<file path="src/rtl/instr_loader_if.sv">
// Byte-stream and cache-write signals of the serial instruction loader.
// The loader attaches through the slave modport; the UART/cache side uses master.
interface instr_loader_if;
    logic        byte_valid_i;
    logic [7:0]  byte_i;
    logic        byte_ready_o;
    logic        wr_en_o;
    logic [28:0] wr_addr_o;
    logic [31:0] wr_data_o;
    logic        cpu_hold_o;
    logic        done_o;
    logic        error_o;

    modport slave (
        input  byte_valid_i, byte_i,
        output byte_ready_o, wr_en_o, wr_addr_o, wr_data_o,
               cpu_hold_o, done_o, error_o
    );

    modport master (
        output byte_valid_i, byte_i,
        input  byte_ready_o, wr_en_o, wr_addr_o, wr_data_o,
               cpu_hold_o, done_o, error_o
    );
endinterface

</file>
<file path="src/rtl/instr_loader.sv">
// Serial boot loader: parses sync/length/words/XOR-checksum frames from a byte
// stream and writes each word into the instruction array while holding the core.
module instr_loader #(
    parameter int unsigned DEPTH       = 8192,
    parameter logic [28:0] BASE_ADDR   = '0,
    parameter int unsigned TIMEOUT_CYC = 1000000,
    parameter logic [7:0]  SYNC_BYTE   = 8'hA5
) (
    input logic            clk_i,
    input logic            rst_ni,
    instr_loader_if.slave  bus
);
    localparam int          CNT_W   = $clog2(TIMEOUT_CYC + 1);
    localparam logic [16:0] DEPTH_L = 17'(DEPTH);

    typedef enum logic [2:0] {IDLE, LEN_LO, LEN_HI, DATA, CSUM, DONE, ERR} state_e;

    state_e             state_q, state_d;
    logic [7:0]         acc_q;
    logic [15:0]        len_q;
    logic [15:0]        word_idx_q;
    logic [1:0]         byte_sel_q;
    logic [23:0]        asm_q;
    logic [CNT_W-1:0]   tmo_q;

    logic        accept;
    logic        in_frame;
    logic        timeout;
    logic        start;
    logic        wr_fire;
    logic [15:0] len_full;

    // The loader never back-pressures the receiver.
    assign bus.byte_ready_o = 1'b1;
    assign accept   = bus.byte_valid_i;
    assign len_full = {bus.byte_i, len_q[7:0]};
    assign in_frame = (state_q == LEN_LO) || (state_q == LEN_HI) ||
                      (state_q == DATA)   || (state_q == CSUM);
    assign timeout  = in_frame && !accept && (tmo_q == CNT_W'(TIMEOUT_CYC - 1));

    // NOTE: every combinational output gets a default first, so no path leaves a latch.
    always_comb begin
        state_d = state_q;
        start   = 1'b0;
        wr_fire = 1'b0;
        unique case (state_q)
            IDLE, DONE, ERR: if (accept && bus.byte_i == SYNC_BYTE) begin
                state_d = LEN_LO;
                start   = 1'b1;
            end
            LEN_LO: if (accept) state_d = LEN_HI;
            LEN_HI: if (accept) begin
                if ({1'b0, len_full} > DEPTH_L) state_d = ERR;
                else if (len_full == 16'd0)     state_d = CSUM;
                else                            state_d = DATA;
            end
            DATA: if (accept && byte_sel_q == 2'd3) begin
                wr_fire = 1'b1;
                if (word_idx_q == len_q - 16'd1) state_d = CSUM;
            end
            CSUM: if (accept) state_d = (bus.byte_i == acc_q) ? DONE : ERR;
            default: state_d = IDLE;
        endcase
        // A stalled frame aborts; any half-built word is simply never written.
        if (timeout) begin
            state_d = ERR;
            wr_fire = 1'b0;
        end
    end

    // NOTE: sequential state uses non-blocking assignments so every register samples pre-edge values.
    always_ff @(posedge clk_i or negedge rst_ni) begin
        if (!rst_ni) begin
            state_q        <= IDLE;
            acc_q          <= '0;
            len_q          <= '0;
            word_idx_q     <= '0;
            byte_sel_q     <= '0;
            asm_q          <= '0;
            tmo_q          <= '0;
            bus.wr_en_o    <= 1'b0;
            bus.wr_addr_o  <= '0;
            bus.wr_data_o  <= '0;
            bus.cpu_hold_o <= 1'b1;
            bus.done_o     <= 1'b0;
            bus.error_o    <= 1'b0;
        end else begin
            state_q <= state_d;

            // Status flags are registered straight from the next state.
            bus.done_o     <= (state_d == DONE);
            bus.error_o    <= (state_d == ERR);
            bus.cpu_hold_o <= (state_d != DONE);
            bus.wr_en_o    <= wr_fire;

            if (!in_frame || accept) tmo_q <= '0;
            else                     tmo_q <= tmo_q + CNT_W'(1);

            if (start) begin
                acc_q      <= '0;
                word_idx_q <= '0;
                byte_sel_q <= '0;
            end else if (accept) begin
                if (state_q == LEN_LO || state_q == LEN_HI || state_q == DATA)
                    acc_q <= acc_q ^ bus.byte_i;
                if (state_q == LEN_LO) len_q[7:0]  <= bus.byte_i;
                if (state_q == LEN_HI) len_q[15:8] <= bus.byte_i;
                if (state_q == DATA) begin
                    byte_sel_q <= byte_sel_q + 2'd1;
                    if (byte_sel_q != 2'd3) asm_q[8*byte_sel_q +: 8] <= bus.byte_i;
                end
            end

            if (wr_fire) begin
                bus.wr_addr_o <= BASE_ADDR + 29'(word_idx_q);
                bus.wr_data_o <= {bus.byte_i, asm_q};
                word_idx_q    <= word_idx_q + 16'd1;
            end
        end
    end
endmodule

</file>
<file path="src/flat_wrapper.sv">
// flat-port wrapper written by rule: the top's interface ports become plain ports
module instr_loader_flat 
#(
    parameter int unsigned DEPTH       = 8192,
    parameter logic [28:0] BASE_ADDR   = '0,
    parameter int unsigned TIMEOUT_CYC = 1000000,
    parameter logic [7:0]  SYNC_BYTE   = 8'hA5
)
  (clk_i, rst_ni, bus_byte_valid_i, bus_byte_i, bus_byte_ready_o, bus_wr_en_o, bus_wr_addr_o, bus_wr_data_o, bus_cpu_hold_o, bus_done_o, bus_error_o);
  instr_loader_if bus_i ();
  input logic clk_i;
  input logic rst_ni;
  input wire logic [$bits(bus_i.byte_valid_i)-1:0] bus_byte_valid_i;
  input wire logic [$bits(bus_i.byte_i)-1:0] bus_byte_i;
  output wire logic [$bits(bus_i.byte_ready_o)-1:0] bus_byte_ready_o;
  output wire logic [$bits(bus_i.wr_en_o)-1:0] bus_wr_en_o;
  output wire logic [$bits(bus_i.wr_addr_o)-1:0] bus_wr_addr_o;
  output wire logic [$bits(bus_i.wr_data_o)-1:0] bus_wr_data_o;
  output wire logic [$bits(bus_i.cpu_hold_o)-1:0] bus_cpu_hold_o;
  output wire logic [$bits(bus_i.done_o)-1:0] bus_done_o;
  output wire logic [$bits(bus_i.error_o)-1:0] bus_error_o;
  assign bus_i.byte_valid_i = bus_byte_valid_i;
  assign bus_i.byte_i = bus_byte_i;
  assign bus_byte_ready_o = bus_i.byte_ready_o;
  assign bus_wr_en_o = bus_i.wr_en_o;
  assign bus_wr_addr_o = bus_i.wr_addr_o;
  assign bus_wr_data_o = bus_i.wr_data_o;
  assign bus_cpu_hold_o = bus_i.cpu_hold_o;
  assign bus_done_o = bus_i.done_o;
  assign bus_error_o = bus_i.error_o;
  instr_loader #(.DEPTH(DEPTH), .BASE_ADDR(BASE_ADDR), .TIMEOUT_CYC(TIMEOUT_CYC), .SYNC_BYTE(SYNC_BYTE)) u_core (.clk_i(clk_i), .rst_ni(rst_ni), .bus(bus_i));
endmodule
</file>
<file path="config.mk">
export PLATFORM = sky130hd
export DESIGN_NAME = instr_loader_flat
export DESIGN_NICKNAME = d
export VERILOG_FILES = /design/src/rtl/instr_loader_if.sv /design/src/rtl/instr_loader.sv /design/src/flat_wrapper.sv
export SDC_FILE = /design/constraint.sdc
export NUM_CORES = 1
export LEC_CHECK = 0
export ABC_AREA = 1
export BUFFER_PORTS_ARGS = -buffer_cell sky130_fd_sc_hd__buf_2
export CORE_AREA = 3 3 117 119
export CTS_CLUSTER_SIZE = 16
export DETAILED_ROUTE_END_ITERATION = 12
export DIE_AREA = 0 0 120 122
export PLACE_DENSITY_LB_ADDON = 0.25
export SLEW_MARGIN = 20
export SYNTH_ARGS = -nofsm -noshare
export SYNTH_HDL_FRONTEND = slang
export SYNTH_SLANG_ARGS = --single-unit
</file>
<file path="constraint.sdc">
create_clock -name clk_i -period 2.1 [get_ports clk_i]
set_input_delay 0.315 -clock clk_i [delete_from_list [all_inputs] [get_ports clk_i]]
set_output_delay 0.315 -clock clk_i [all_outputs]
set_load 0.1 [all_outputs]
</file>
# Word level (Yosys, flattened, before mapping)
# Cells that the tools add are included.
# op_classes
reduce_logical,22
add_sub_neg,5
shifts,2
muxes,26
bitwise_logic,2
n_lt_le_gt_ge,1
n_eq_ne,15
# op_table
op,n
negation 5 -> 34 bit,1
"variable shift 8 x 34 -> 24 bit, first input constant",1
variable part select 8 x 34 -> 24 bit,1
2-to-1 mux 16 bit,2
2-to-1 mux 3 bit,9
bitwise mux 24 bit,1
2-to-1 mux 8 bit,3
"adder 20 x 1 -> 20 bit, second input constant",1
"== test 20 bit, second input constant",1
2-to-1 mux 20 bit,1
"adder 16 x 1 -> 16 bit, second input constant",1
== test 16 bit,1
"greater-than comparator 16 x 14 -> 1 bit, second input constant",1
zero test 16 bit,1
"subtractor 16 x 1 -> 16 bit, second input constant",1
"== test 3 bit, second input constant",5
case mux 3 bit (5 select lines),1
== test 8 bit,1
"== test 8 bit, second input constant",1
2-to-1 mux 2 bit,4
nonzero test 2 bit,4
bitwise XOR 8 bit,1
"== test 3 x 2 -> 1 bit, second input constant",2
AND reduction 3 bit,2
other kinds (14),26
# word_totals
regBits,141
wordCells,87

# Depth between registers and ports, before layout
# Gate-level depths: netlist of run 1.
# depth
depth_word,8
mapped_depth,15
mapped_depth_nobuf,15

# Worst setup path after synthesis of run 1
# No wires, ideal clock.
# synth_path
kind,flip-flop to flip-flop
start,register u_core.len_q[0]
end,register u_core.bus.done_o
t_required_ns,1.985
synth_period_minus_slack_ns,1.828
path_slack_ns,0.272
path_stages_with_launch,16
n_path_buf,0
t_arrival_ns,1.713
cell_sequence,dfrtp_1 -> inv_1 -> ha_1 -> nand2_1 -> nor2_1 -> nand2_1 -> nand2_1 -> nand2_1 -> nor2_1 -> nand3_1 -> nor2_1 -> nand3_1 -> nand2_1 -> nand2_1 -> nand2_1 -> nor2_1
# synth_via
elab_chain_len,7
elab_cells_between_ends,12
cone_classes,add/sub: 1; order compare: 1; eq/ne: 2; mux: 7; reduce/logical: 1
# synth_lines
element,line,rtl
"start, declared",instr_loader.sv:20,logic [15:0] len_q;
"start signal, assigned",instr_loader.sv:106,if (state_q == LEN_LO) len_q[7:0] <= bus.byte_i;
subtractor 16 x 1 -> 16 bit or zero test 16 bit (tied branches),"instr_loader.sv:59, instr_loader.sv:54",
== test 16 bit or 2-to-1 mux 3 bit (tied branches),"instr_loader.sv:59, instr_loader.sv:54",
"2-to-1 mux 3 bit, on equally long branches","instr_loader.sv:59, instr_loader.sv:53",
"2-to-1 mux 3 bit, on equally long branches","instr_loader.sv:57, instr_loader.sv:52",
case mux 3 bit (5 select lines) (*),instr_loader.sv:46,unique case (state_q)
2-to-1 mux 3 bit (*),instr_loader.sv:65,if (timeout) begin
== test 3 bit (*),instr_loader.sv:91,bus.done_o <= (state_d == DONE);
"end signal, assigned",instr_loader.sv:91,
"end, declared",instr_loader_if.sv:17,"cpu_hold_o, done_o, error_o"
# Mark *: on every way between the ends. The rest lies on a longest branch, timed or not.
# A chain may end at the register's enable or synchronous reset.

# Worst setup path after layout of run 1
# layout_path
start,register u_core.word_idx_q[1]
end,register u_core.word_idx_q[14]
# layout_via
elab_chain_len,2
# layout_lines
element,line,rtl
"start, declared",instr_loader.sv:21,logic [15:0] word_idx_q;
"start signal, assigned",instr_loader.sv:117,word_idx_q <= word_idx_q + 16'd1;
adder 16 x 1 -> 16 bit,instr_loader.sv:117,
2-to-1 mux 16 bit,instr_loader.sv:114,if (wr_fire) begin
# No other way between the ends.

==> reports/metrics.yaml, run 1 <==
status: "complete, no violations"
cp_data_arrival_time_ns: 2.27
coreArea_mm2: 0.01267
fin_worst_skew_ns: 0.007771
synth_edf_count: 0
via_count: 5759
worstSetupStartpoint: "u_core.word_idx_q[1]"
track_usage_pct: 22.43
cts_tree: "yes"
die_area_mm2: 0.01464
io_pins: 77
tns_ns: 0
synth_cell_type_count: 42
cp_max_fo: 4
die_h_um: 122
ys_ff_latch: 141
start_util_pct: 54.50
grtUsageMet3_pct: 4.457
busiest_layer: "met2"
critical_path_required_ns: 2.40
avgSynthCellArea_um2: 8.320
place.gp.congestion: 0.9468
end_kind: "flop"
hp-start: "bus_byte_i[6]"
grt_max_degree: 52
portBuffers: 62
firstDrtPassIters: 5
grt_pass1_vias: 5328
num_rows: 41
overflow: 0
syn_inst: 830
ys_seq_area_share_pct: 51.11
finalCritPeriodShare_pct: 94.00
hold_violations: 0
wire_per_inst_um: 14.31
antenna_found_initial: 0
cap_violations: 0
max_freq_mhz: 506.6
ys_warn_count: 0
report.final.slew_viol_count: 0
dp_hpwl_um: 10690
startpoint_type: "flop"
ant_nets: 0
clock_latency_ns: 0.42
synthFlopType: "dfrtp_1"
final_nets: 935
mappedNetlistArea_mm2: 0.006905
dr.first_iter.drc_count: 487
worst_pin_slew_ns: 0.5762
areaGrowthSynthToFinish_pct: 19.57
use_met1_pct: 31.50
fin_crit_ns: 1.974
clk_pin_slew_ns: 0.06
path_class: "reg -> reg"
routed_wl_um: 15760
cts_buffers: 17
setup_viol: 0
relSlewSlack_pct: 61.53
drc_errors: 0
async_reset_ff_share_pct: 100.0
drive_gt1_share_pct: 17.44
die_w_um: 120
cts.path.max_buffers: 2
clock_sinks: 141
r2r_start: "u_core.word_idx_q[1]"
min_path_type: "in -> reg"
vias_per_cell: 5.231
use_met2_pct: 34.88
grt_pass1_wl_um: 26070
n_antenna_cell: 0
rsz0062_at_grt: "yes"
cts-root-buf: "clkbuf_16"
htree_num_levels: 4
[per-stage QoR]
| stage | cell area [um2] | setup slack (ns) | hold slack (ns) | utilization [%] | std cells |
|---|---|---|---|---|---|
| detailed placement | 7497 | 0.1087 | 0.2801 | 59.17 | 1062 |
| global placement | 7497 | 0.1716 | 0.2775 | 59.17 | 1062 |
| finish | 8257 | 0.1259 | 0.2669 | 65.16 | 1101 |
| global route | 8257 | -0.05883 | 0.2666 | 65.16 | 1101 |
| CTS | 8113 | 0.09320 | 0.2444 | 64.03 | 1095 |
| floorplan | 6950 | 0.2723 | 0.01941 | - | 842 |
[Yosys cell counts, types with 2 or more instances]
cell / instances / area [um2]
nand2_1: 172 / 645.6
dfrtp_1: 140 / 3503
o21ai_0: 112 / 560.5
inv_1: 98 / 367.9
nor2_1: 73 / 274.0
nand3_1: 44 / 220.2
nand4_1: 26 / 162.7
a21oi_1: 21 / 105.1
xor2_1: 17 / 148.9
clkbuf_1: 16 / 60.06
buf_4: 14 / 105.1
nor3_1: 12 / 60.06
xnor2_1: 9 / 78.83
ha_1: 8 / 100.1
buf_2: 7 / 35.03
o22ai_1: 6 / 37.54
a31oi_1: 4 / 25.02
nand3b_1: 4 / 30.03
nor2_2: 4 / 25.02
nor2_4: 4 / 45.04
nor3_2: 4 / 40.04
nor4_1: 4 / 25.02
buf_6: 3 / 33.78
o21ai_1: 3 / 15.01
o32ai_1: 3 / 26.28
and3_1: 2 / 12.51
conb_1: 2 / 7.510
inv_2: 2 / 7.510
nand2_2: 2 / 12.51
o21a_1: 2 / 15.01
[worst paths after layout]
path,end,slack [ns],depth (start not counted)
min in group asynchronous,u_core.bus.wr_data_o[26],0.40,2
hold reg to reg,u_core.tmo_q[0],0.47,1
setup / recovery,u_core.word_idx_q[14],0.13,14
hold / removal,u_core.asm_q[6],0.27,3
setup reg to reg,u_core.word_idx_q[14],0.13,14
max in group asynchronous,u_core.bus.cpu_hold_o,1.03,3
[routing by layer]
metal	vias up	part of all wire, %
met4	0	2.0
met5	-	0
met2	142	47
met3	28	4.5
met1	2722	46
li1	2867	-
[cell usage in the layout (no fill, tap or decap), types with 2 or more instances in the layout]
cell type   synthesis  layout
dfrtp_1           140     140
xnor2_1             9       9
a21oi_1            21      21
o22ai_1             6       6
nand2_1           172     170
and3_1              2       2
nor2_4              4       7
buf_12              0       6
nor2_2              4      12
nor2_1             73      62
nor4_1              4       4
nand3_1            44      43
nor3_1             12      12
clkbuf_8            0       5
inv_2               2       2
nand2_2             2       4
o21ai_1             3       3
a31oi_1             4       4
nand4_1            26      26
buf_2               7      61
nor3_2              4       4
ha_1                8       7
o32ai_1             3       3
conb_1              2      14
inv_1              98      98
clkbuf_16           0      17
nand3b_1            4       4
clkinvlp_4          0       2
o21a_1              2       2
clkinv_2            0       3
buf_4              14      27
xor2_1             17      17
o21ai_0           112     112
bufinv_16           0       2
[kinds of logic after synthesis]
| family | share of synthesized area [%] |
|---|---|
| flip-flops | 51.11 |
| buffers and inverters | 8.933 |
| XOR/XNOR | 3.298 |
| AND/OR/NAND/NOR | 23.16 |
| AO/OA/AOI/OAI | 11.94 |
| adder cells (fa/ha/maj) | 1.450 |
| other | 0.1088 |
[repair_timing]
action                                 CTS  global route
endpoints found under the hold margin   43             0
resized for setup                        0            20
setup endpoints to repair                0            15
buffers inserted                         0             6
hold buffers                             1             0
[sequential cells by signal, indices dropped and copies added (netlist names)]
| name | count |
|---|---|
| u_core.tmo_q | 20 |
| u_core.word_idx_q | 16 |
| u_core.acc_q | 8 |
| u_core.byte_sel_q | 2 |
| u_core.bus.wr_en_o | 1 |
| u_core.bus.done_o | 1 |
| u_core.bus.error_o | 1 |
| u_core.asm_q | 24 |
| u_core.len_q | 16 |
| u_core.state_q | 3 |
| u_core.bus.wr_data_o | 32 |
| u_core.bus.wr_addr_o | 16 |
| u_core.bus.cpu_hold_o | 1 |
[worst max-delay path, stage by stage, from the launching register on]
cell and delay, ns:
dfrtp_1 0.41, ha_1 0.19, nand2_1 0.05, inv_1 0.07, nand2_1 0.07, nor2_2 0.12
nand2_1 0.08, nor2_2 0.13, nand2_1 0.07, nor2_1 0.12, nand2_1 0.10, nor2_2 0.14
inv_1 0.08, nor3_2 0.12, o22ai_1 0.10
[layout make-up]
| cell class | instances | area, um2 |
|---|---|---|
| clock buffer | 23 | 498.0 |
| clock inverter | 9 | 107.6 |
| fill | 1059 | 4414 |
| inverter | 101 | 379.1 |
| multi-input combinational | 559 | 2878 |
| sequential | 141 | 3530 |
| tap | 172 | 215.2 |
| timing repair buffer | 96 | 649.4 |
Power of run 1 is not shown: default switching activity piles up to over one toggle a cycle in this logic, so the estimate is an artifact.
==> run 2, diff against run 1 <==
--- a/config.mk
+++ b/config.mk
@@ -11,6 +11,7 @@
 export CTS_CLUSTER_SIZE = 16
 export DETAILED_ROUTE_END_ITERATION = 12
 export DIE_AREA = 0 0 120 122
+export GPL_ROUTABILITY_DRIVEN = 0
 export PLACE_DENSITY_LB_ADDON = 0.25
 export SLEW_MARGIN = 20
 export SYNTH_ARGS = -nofsm -noshare
==> constraint.sdc (replaced) <==
create_clock -name clk_i -period 2.28 [get_ports clk_i]
set_input_delay 0.342 -clock clk_i [delete_from_list [all_inputs] [get_ports clk_i]]
set_output_delay 0.342 -clock clk_i [all_outputs]
set_load 0.1 [all_outputs]
==> reports/metrics.yaml, run 2 (synthesis results as in run 1) <==
post-route-util_pct: 63.37  # was 65.16%
die_h_um: 122  # unchanged
largest_reg_flops: 32  # unchanged
dr.first_iter.drc_count: 435  # was 487
vias_per_cell: 5.256  # was 5.231
wire_per_inst_um: 14.52  # was 14.31 um
critical_path_required_ns: 2.60  # was 2.40 ns
routed_wl_um: 15740  # was 15,760 um
hold_violations: 0  # unchanged
report.final.slew_viol_count: 0  # unchanged
post_cts_buffers: 0  # unchanged
portBuffers: 62  # unchanged
cp_max_fo: 4  # unchanged
layout_commonest_cell: "nand2_1"  # unchanged
status: "complete, no violations"  # unchanged
cts-root-buf: "clkbuf_16"  # unchanged
clock_sinks: 141  # unchanged
num_rows: 41  # unchanged
coreArea_mm2: 0.01267  # unchanged
ant_nets: 0  # unchanged
via_count: 5698  # was 5,759
top_register: "u_core.bus.wr_data_o"  # unchanged
overflow: 0  # unchanged
areaGrowthSynthToFinish_pct: 16.27  # was 19.57%
grt_max_degree: 52  # unchanged
drc_errors: 0  # unchanged
end_kind: "flop"  # unchanged
dp_hpwl_um: 11170  # was 10,690 um
layout_common_cells: "nand2_1, dfrtp_1, o21ai_0"  # unchanged
fin_crit_ns: 2.014  # was 1.974 ns
worst_pin_slew_ns: 0.8727  # was 0.5762 ns
setup_viol: 0  # unchanged
relSlewSlack_pct: 41.43  # was 61.53%
io_pins: 77  # unchanged
start_util_pct: 54.50  # unchanged
final_nets: 918  # was 935
clk_pin_slew_ns: 0.06  # about the same
reg_top3: "u_core.bus.wr_data_o (32), u_core.asm_q (24), u_core.tmo_q (20)"  # unchanged
antenna_found_initial: 0  # unchanged
cp_data_arrival_time_ns: 2.34  # was 2.27 ns
startpoint_type: "flop"  # unchanged
min_path_type: "in -> reg"  # unchanged
dp_slack_ns: 0.2199  # was 0.1087 ns
firstDrtPassIters: 4  # was 5
dp.cells: 1051  # was 1,062
die_w_um: 120  # unchanged
cts_buffers: 17  # unchanged
cts.path.max_buffers: 2  # unchanged
max_freq_mhz: 496.6  # was 506.6 MHz
drive_gt1_share_pct: 14.58  # was 17.44%
path_class: "reg -> reg"  # unchanged
htree_num_levels: 4  # unchanged
cts_tree: "yes"  # unchanged
setup_ws_ns: 0.2663  # was 0.1259 ns
layout.cells.non_filler: 1084  # was 1,101
n_antenna_cell: 0  # unchanged
finalCritPeriodShare_pct: 88.32  # was 94.00%
cap_violations: 0  # unchanged
grt_pass1_vias: 5469  # was 5,328
clock_latency_ns: 0.43  # was 0.42 ns
track_usage_pct: 23.06  # was 22.43%
grt_pass1_wl_um: 26520  # was 26,070 um
fin_worst_skew_ns: 0.009209  # was 0.007771 ns
die_area_mm2: 0.01464  # unchanged
## run 2: repair_timing
item | in CTS | in global routing
endpoints found under the setup margin | 0 | 4
endpoints found under the hold margin | 48 | 0
gates resized for setup | 0 | 4
hold buffers | 1 | 0
## run 2: worst paths after layout
| path | from | end | slack, ns | cells past startpoint |
|---|---|---|---|---|
| max reg2reg | u_core.len_q[0] | u_core.bus.done_o | 0.27 | 15 |
| max | u_core.len_q[0] | u_core.bus.done_o | 0.27 | 15 |
| max in group asynchronous | rst_ni | u_core.bus.cpu_hold_o | 1.10 | 3 |
| min | bus_byte_i[6] | u_core.asm_q[22] | 0.28 | 3 |
| min in group asynchronous | rst_ni | u_core.bus.wr_data_o[2] | 0.42 | 2 |
| min reg2reg | u_core.tmo_q[0] | u_core.tmo_q[0] | 0.46 | 1 |
## run 2: cell type report
type | count | area [um2]
clock buffer | 24 | 511.7
clock inverter | 8 | 105.1
fill | 1116 | 4642
inverter | 101 | 379.1
multi-input combinational | 559 | 2816
sequential | 141 | 3530
tap | 172 | 215.2
timing repair buffer | 79 | 471.7
## run 2: critical path, cell delays in order (launching register included)
cell and delay [ns]:
dfrtp_1 0.40, inv_1 0.14, ha_2 0.24, nand2_1 0.08
nor2_1 0.14, nand2_1 0.07, nand2_1 0.06, nand2_1 0.05
nor2_1 0.10, nand4_1 0.09, nor2_1 0.17, nand3_1 0.09
nand2_1 0.08, nand2_1 0.07, nand2_1 0.08, nor2_1 0.04
## run 2: routing by layer
layer | share of wire (%) | global-route usage, % | vias up
met1 | 45 | 30.61 | 2685
met3 | 5.1 | 5.710 | 41
met4 | 2.6 | 9.950 | 0
met2 | 47 | 36.25 | 146
met5 | 0 | 0 | -
li1 | - | - | 2826
## run 2: metrics by stage
stage                       TNS, ns  hold WS (ns)  cell area [um2]
after floorplan                   0       0.04641             6950
after global placement            0        0.3161             7390
after detailed placement          0        0.3132             7390
after CTS                         0        0.2574             8016
after global routing      -0.001931        0.2715             8029
final                             0        0.2781             8029
Power of run 2 is left out for the same reason.
==> run 3, diff against run 2 <==
--- a/config.mk
+++ b/config.mk
@@ -5,12 +5,11 @@
 export SDC_FILE = /design/constraint.sdc
 export NUM_CORES = 1
 export LEC_CHECK = 0
-export ABC_AREA = 1
 export BUFFER_PORTS_ARGS = -buffer_cell sky130_fd_sc_hd__buf_2
-export CORE_AREA = 3 3 117 119
+export CORE_AREA = 3 3 89 154
 export CTS_CLUSTER_SIZE = 16
 export DETAILED_ROUTE_END_ITERATION = 12
-export DIE_AREA = 0 0 120 122
+export DIE_AREA = 0 0 92 157
 export GPL_ROUTABILITY_DRIVEN = 0
 export PLACE_DENSITY_LB_ADDON = 0.25
 export SLEW_MARGIN = 20
==> reports/metrics.yaml, run 3 <==
seqPwrFrac_pct: 36.4
netSwitchingFraction_pct: 33.26
violations: "setup timing"
slowest_stage: "or4_4"  # was dfrtp_1
hp-start: "bus_byte_i[2]"  # was bus_byte_i[6]
cellInternalPower_mw: 5.671
cp_data_arrival_time_ns: 3.39  # was 2.34 ns
p_leak_nw: 4.160
drive_gt1_share_pct: 21.64  # was 14.58%
r2r_start: "u_core.len_q[0]"  # unchanged
cp_max_fo: 4  # unchanged
clock_latency_ns: 0.42  # was 0.43 ns
crit_path_cell_trace: "inv_2 > ha_4 > or4b_4 > or3_4 > mux2_4 > o21ba_1 > or4_4 > o31a_1 > a211o_1"  # was inv_1 > ha_2 > nand2_1 > nor2_1 > nand2_1 > nand2_1 > nand2_1 > nor2_1 > nand4_1 > nor2_1 > nand3_1 > nand2_1 > nand2_1 > nand2_1 > nor2_1
clk_pin_slew_ns: 0.06  # about the same
worst-path-stages: 9  # was 15
htree_num_levels: 4  # unchanged
critical_path_required_ns: 2.62  # was 2.60 ns
cap_violations: 0  # unchanged
cts-root-buf: "clkbuf_16"  # unchanged
cts.path.max_buffers: 2  # unchanged
ys_ff_latch: 141  # unchanged
final_nets: 898  # was 918
overflow: 0  # unchanged
num_rows: 54  # was 41
cp_num_buf_inv: 1  # unchanged
worstSetupStartpoint: "u_core.len_q[0]"  # unchanged
p_switching_mw: 2.826
ys_warn_count: 0  # unchanged
tns_ns: -4.121  # was 0 ns
grt_max_degree: 56  # was 52
fin_total_pwr_mw: 8.497
holdPathEnd: "u_core.asm_q[18]"  # was u_core.asm_q[22]
mappedNetlistArea_mm2: 0.006838  # was 0.006905 mm2
layout.cells.non_filler: 1060  # was 1,084
avgSynthCellArea_um2: 8.915  # was 8.320 um2
grt_pass1_vias: 5689  # was 5,469
report.final.slew_viol_count: 0  # unchanged
hold_violations: 0  # unchanged
vdd_drop_max_mv: 0.6629
drc_errors: 0  # unchanged
setup_ws_ns: -0.7638  # was 0.2663 ns
via_count: 5677  # was 5,698
worst_hold_path.num_cells: 3  # unchanged
powerDensity_mw_per_mm2: 1014
fin_worst_skew_ns: 0.01254  # was 0.009209 ns
setup_viol: 6  # was 0
dr.first_iter.drc_count: 313  # was 435
cts_buffers: 17  # unchanged
reg_top3: "u_core.bus.wr_data_o (32), u_core.asm_q (24), u_core.tmo_q (20)"  # unchanged
path_class: "reg -> reg"  # unchanged
startpoint_type: "flop"  # unchanged
ys_seq_area_share_pct: 51.62  # was 51.11%
yosys.area.top_type: "dfrtp_1"  # unchanged
layout_commonest_cell: "nand2_1"  # unchanged
dp_hpwl_um: 11470  # was 11,170 um
vias_per_cell: 5.356  # was 5.256
rsz0062_at_grt: "yes"
fin_crit_ns: 3.044  # was 2.014 ns
status: "finished, violations left"  # was complete, no violations
io_pins: 77  # unchanged
firstDrtPassIters: 6  # was 4
worst_pin_slew_ns: 0.6489  # was 0.8727 ns
async_reset_ff_share_pct: 100.0  # unchanged
areaGrowthSynthToFinish_pct: 22.54  # was 16.27%
die_area_mm2: 0.01444  # was 0.01464 mm2
end_kind: "flop"  # unchanged
critPathMaxStageDelay_ns: 0.53  # was 0.40 ns
regToRegEndpoint: "u_core.bus.cpu_hold_o"  # was u_core.bus.done_o
critical_path.top_delay_family: "simple AND/OR/NAND/NOR gates"  # unchanged
routed_wl_um: 15860  # was 15,740 um
min_path_type: "in -> reg"  # unchanged
synth_cell_type_count: 53  # was 42
die_h_um: 157  # was 122 um
synth_most_common_cell: "nand2_1"  # unchanged
grt_pass1_wl_um: 26420  # was 26,520 um
synth_common_cells: "nand2_1, dfrtp_1, o21ai_0"  # unchanged
yosysTopAreaCellShare_pct: 51.24  # was 50.73%
hold_slack_ns: 0.1898  # was 0.2781 ns
n_antenna_cell: 0  # unchanged
coreArea_mm2: 0.01257  # was 0.01267 mm2
p_clk_share_pct: 33.1
synth_edf_count: 0  # unchanged
relSlewSlack_pct: 56.45  # was 41.43%
track_usage_pct: 22.81  # was 23.06%
worst-r2r-setup-slack_ns: -0.76  # was 0.27 ns
syn_inst: 767  # was 830
synthFlopType: "dfrtp_1"  # unchanged
portBuffers: 62  # unchanged
largest_reg_flops: 32  # unchanged
r2r_cells: 9  # was 15
die_w_um: 92  # was 120 um
ant_nets: 0  # unchanged
start_util_pct: 54.41  # was 54.50%
antenna_found_initial: 0  # unchanged
clock_sinks: 141  # unchanged
dp.cells: 1024  # was 1,051
finalCritPeriodShare_pct: 133.5  # was 88.32%
top_register: "u_core.bus.wr_data_o"  # unchanged
cts_tree: "yes"  # unchanged
wire_per_inst_um: 14.96  # was 14.52 um
synth_area_leaders: "dfrtp_1, nand2_1, o21ai_0"  # unchanged
combPwrFrac_pct: 30.5
max_freq_mhz: 328.5  # was 496.6 MHz
layout_common_cells: "nand2_1, dfrtp_1, buf_4"  # was nand2_1, dfrtp_1, o21ai_0
-- run 3: changes by cell type in the layout (fill, tap and decap cells not counted), moves of 13 or more --
cell	delta
nand2_1	+64
a21oi_1	-13
inv_1	-91
o21ai_0	-49
xnor2_1	+17
nand4_1	-20
mux2_2	+14
buf_4	+53
nand3_1	-13
nor2_1	-16
-- run 3: per-layer routing --
metal / track usage (%) / vias up / part of all wire, %
met5: 0 / - / 0
met4: 11.06 / 0 / 3.0
met3: 4.209 / 35 / 4.1
met2: 41.53 / 146 / 54
met1: 25.48 / 2741 / 39
li1: - / 2755 / -
-- run 3: kinds of logic (layout without fill, tap and decap cells) --
group / Yosys count / after routing / share of synthesized area [%]
compound gates: 105 / 105 / 9.058
mux: 15 / 15 / 2.525
flops: 141 / 141 / 51.62
buf+inv: 60 / 173 / 4.172
simple gates: 387 / 387 / 24.78
other cells: 2 / 14 / 0.1098
xor+xnor: 49 / 49 / 6.276
fa+ha+maj: 8 / 8 / 1.464
-- run 3: worst reg2reg max path, cell delays in order, from the launching register on --
cell and delay [ns]:
dfrtp_1 0.39, inv_2 0.09, ha_4 0.13, or4b_4 0.46
or3_4 0.35, mux2_4 0.30, o21ba_1 0.17, or4_4 0.53
o31a_1 0.31, a211o_1 0.24
-- run 3: how the worst max path moves through the flow --
stage	to
after detailed placement	u_core.bus.cpu_hold_o
after global placement	u_core.bus.cpu_hold_o
final	u_core.bus.cpu_hold_o
after floorplan	u_core.bus.cpu_hold_o
after global routing	u_core.bus.cpu_hold_o
after CTS	u_core.bus.cpu_hold_o
-- run 3: repair_timing --
action,CTS,global route
pin swaps,1,4
resized for setup,2,7
hold endpoints to repair,51,0
hold buffers,1,0
setup endpoints to repair,6,6
setup buffers,1,2
-- run 3: final cells by class --
class / instances / area (um2)
Inverter: 9 / 33.78
Fill cell: 1032 / 4188
Clock buffer: 19 / 442.9
Sequential cell: 141 / 3530
Timing Repair Buffer: 132 / 869.6
Clock inverter: 13 / 165.2
Tap cell: 168 / 210.2
Multi-Input combinational cell: 578 / 3128
-- run 3: through the flow --
| step | utilization, % | setup slack [ns] | cell area [um2] |
|---|---|---|---|
| after floorplan | - | -0.7610 | 6890 |
| after global placement | 61.20 | -0.7032 | 7691 |
| after detailed placement | 61.20 | -0.7617 | 7691 |
| after CTS | 66.22 | -0.7656 | 8322 |
| after global routing | 66.68 | -0.8230 | 8379 |
| final | 66.68 | -0.7638 | 8379 |
-- run 3: power groups by stage --
stage,Combinational [mW],Clock (mW),Sequential [mW]
after global routing,2.85,2.98,3.12
after floorplan,1.44,0,3.32
after CTS,2.53,2.86,3.08
final,2.59,2.81,3.09
after global placement,2.40,0,3.10
after detailed placement,2.49,0,3.12
No activity file was read; power rests on OpenSTA's default activity.
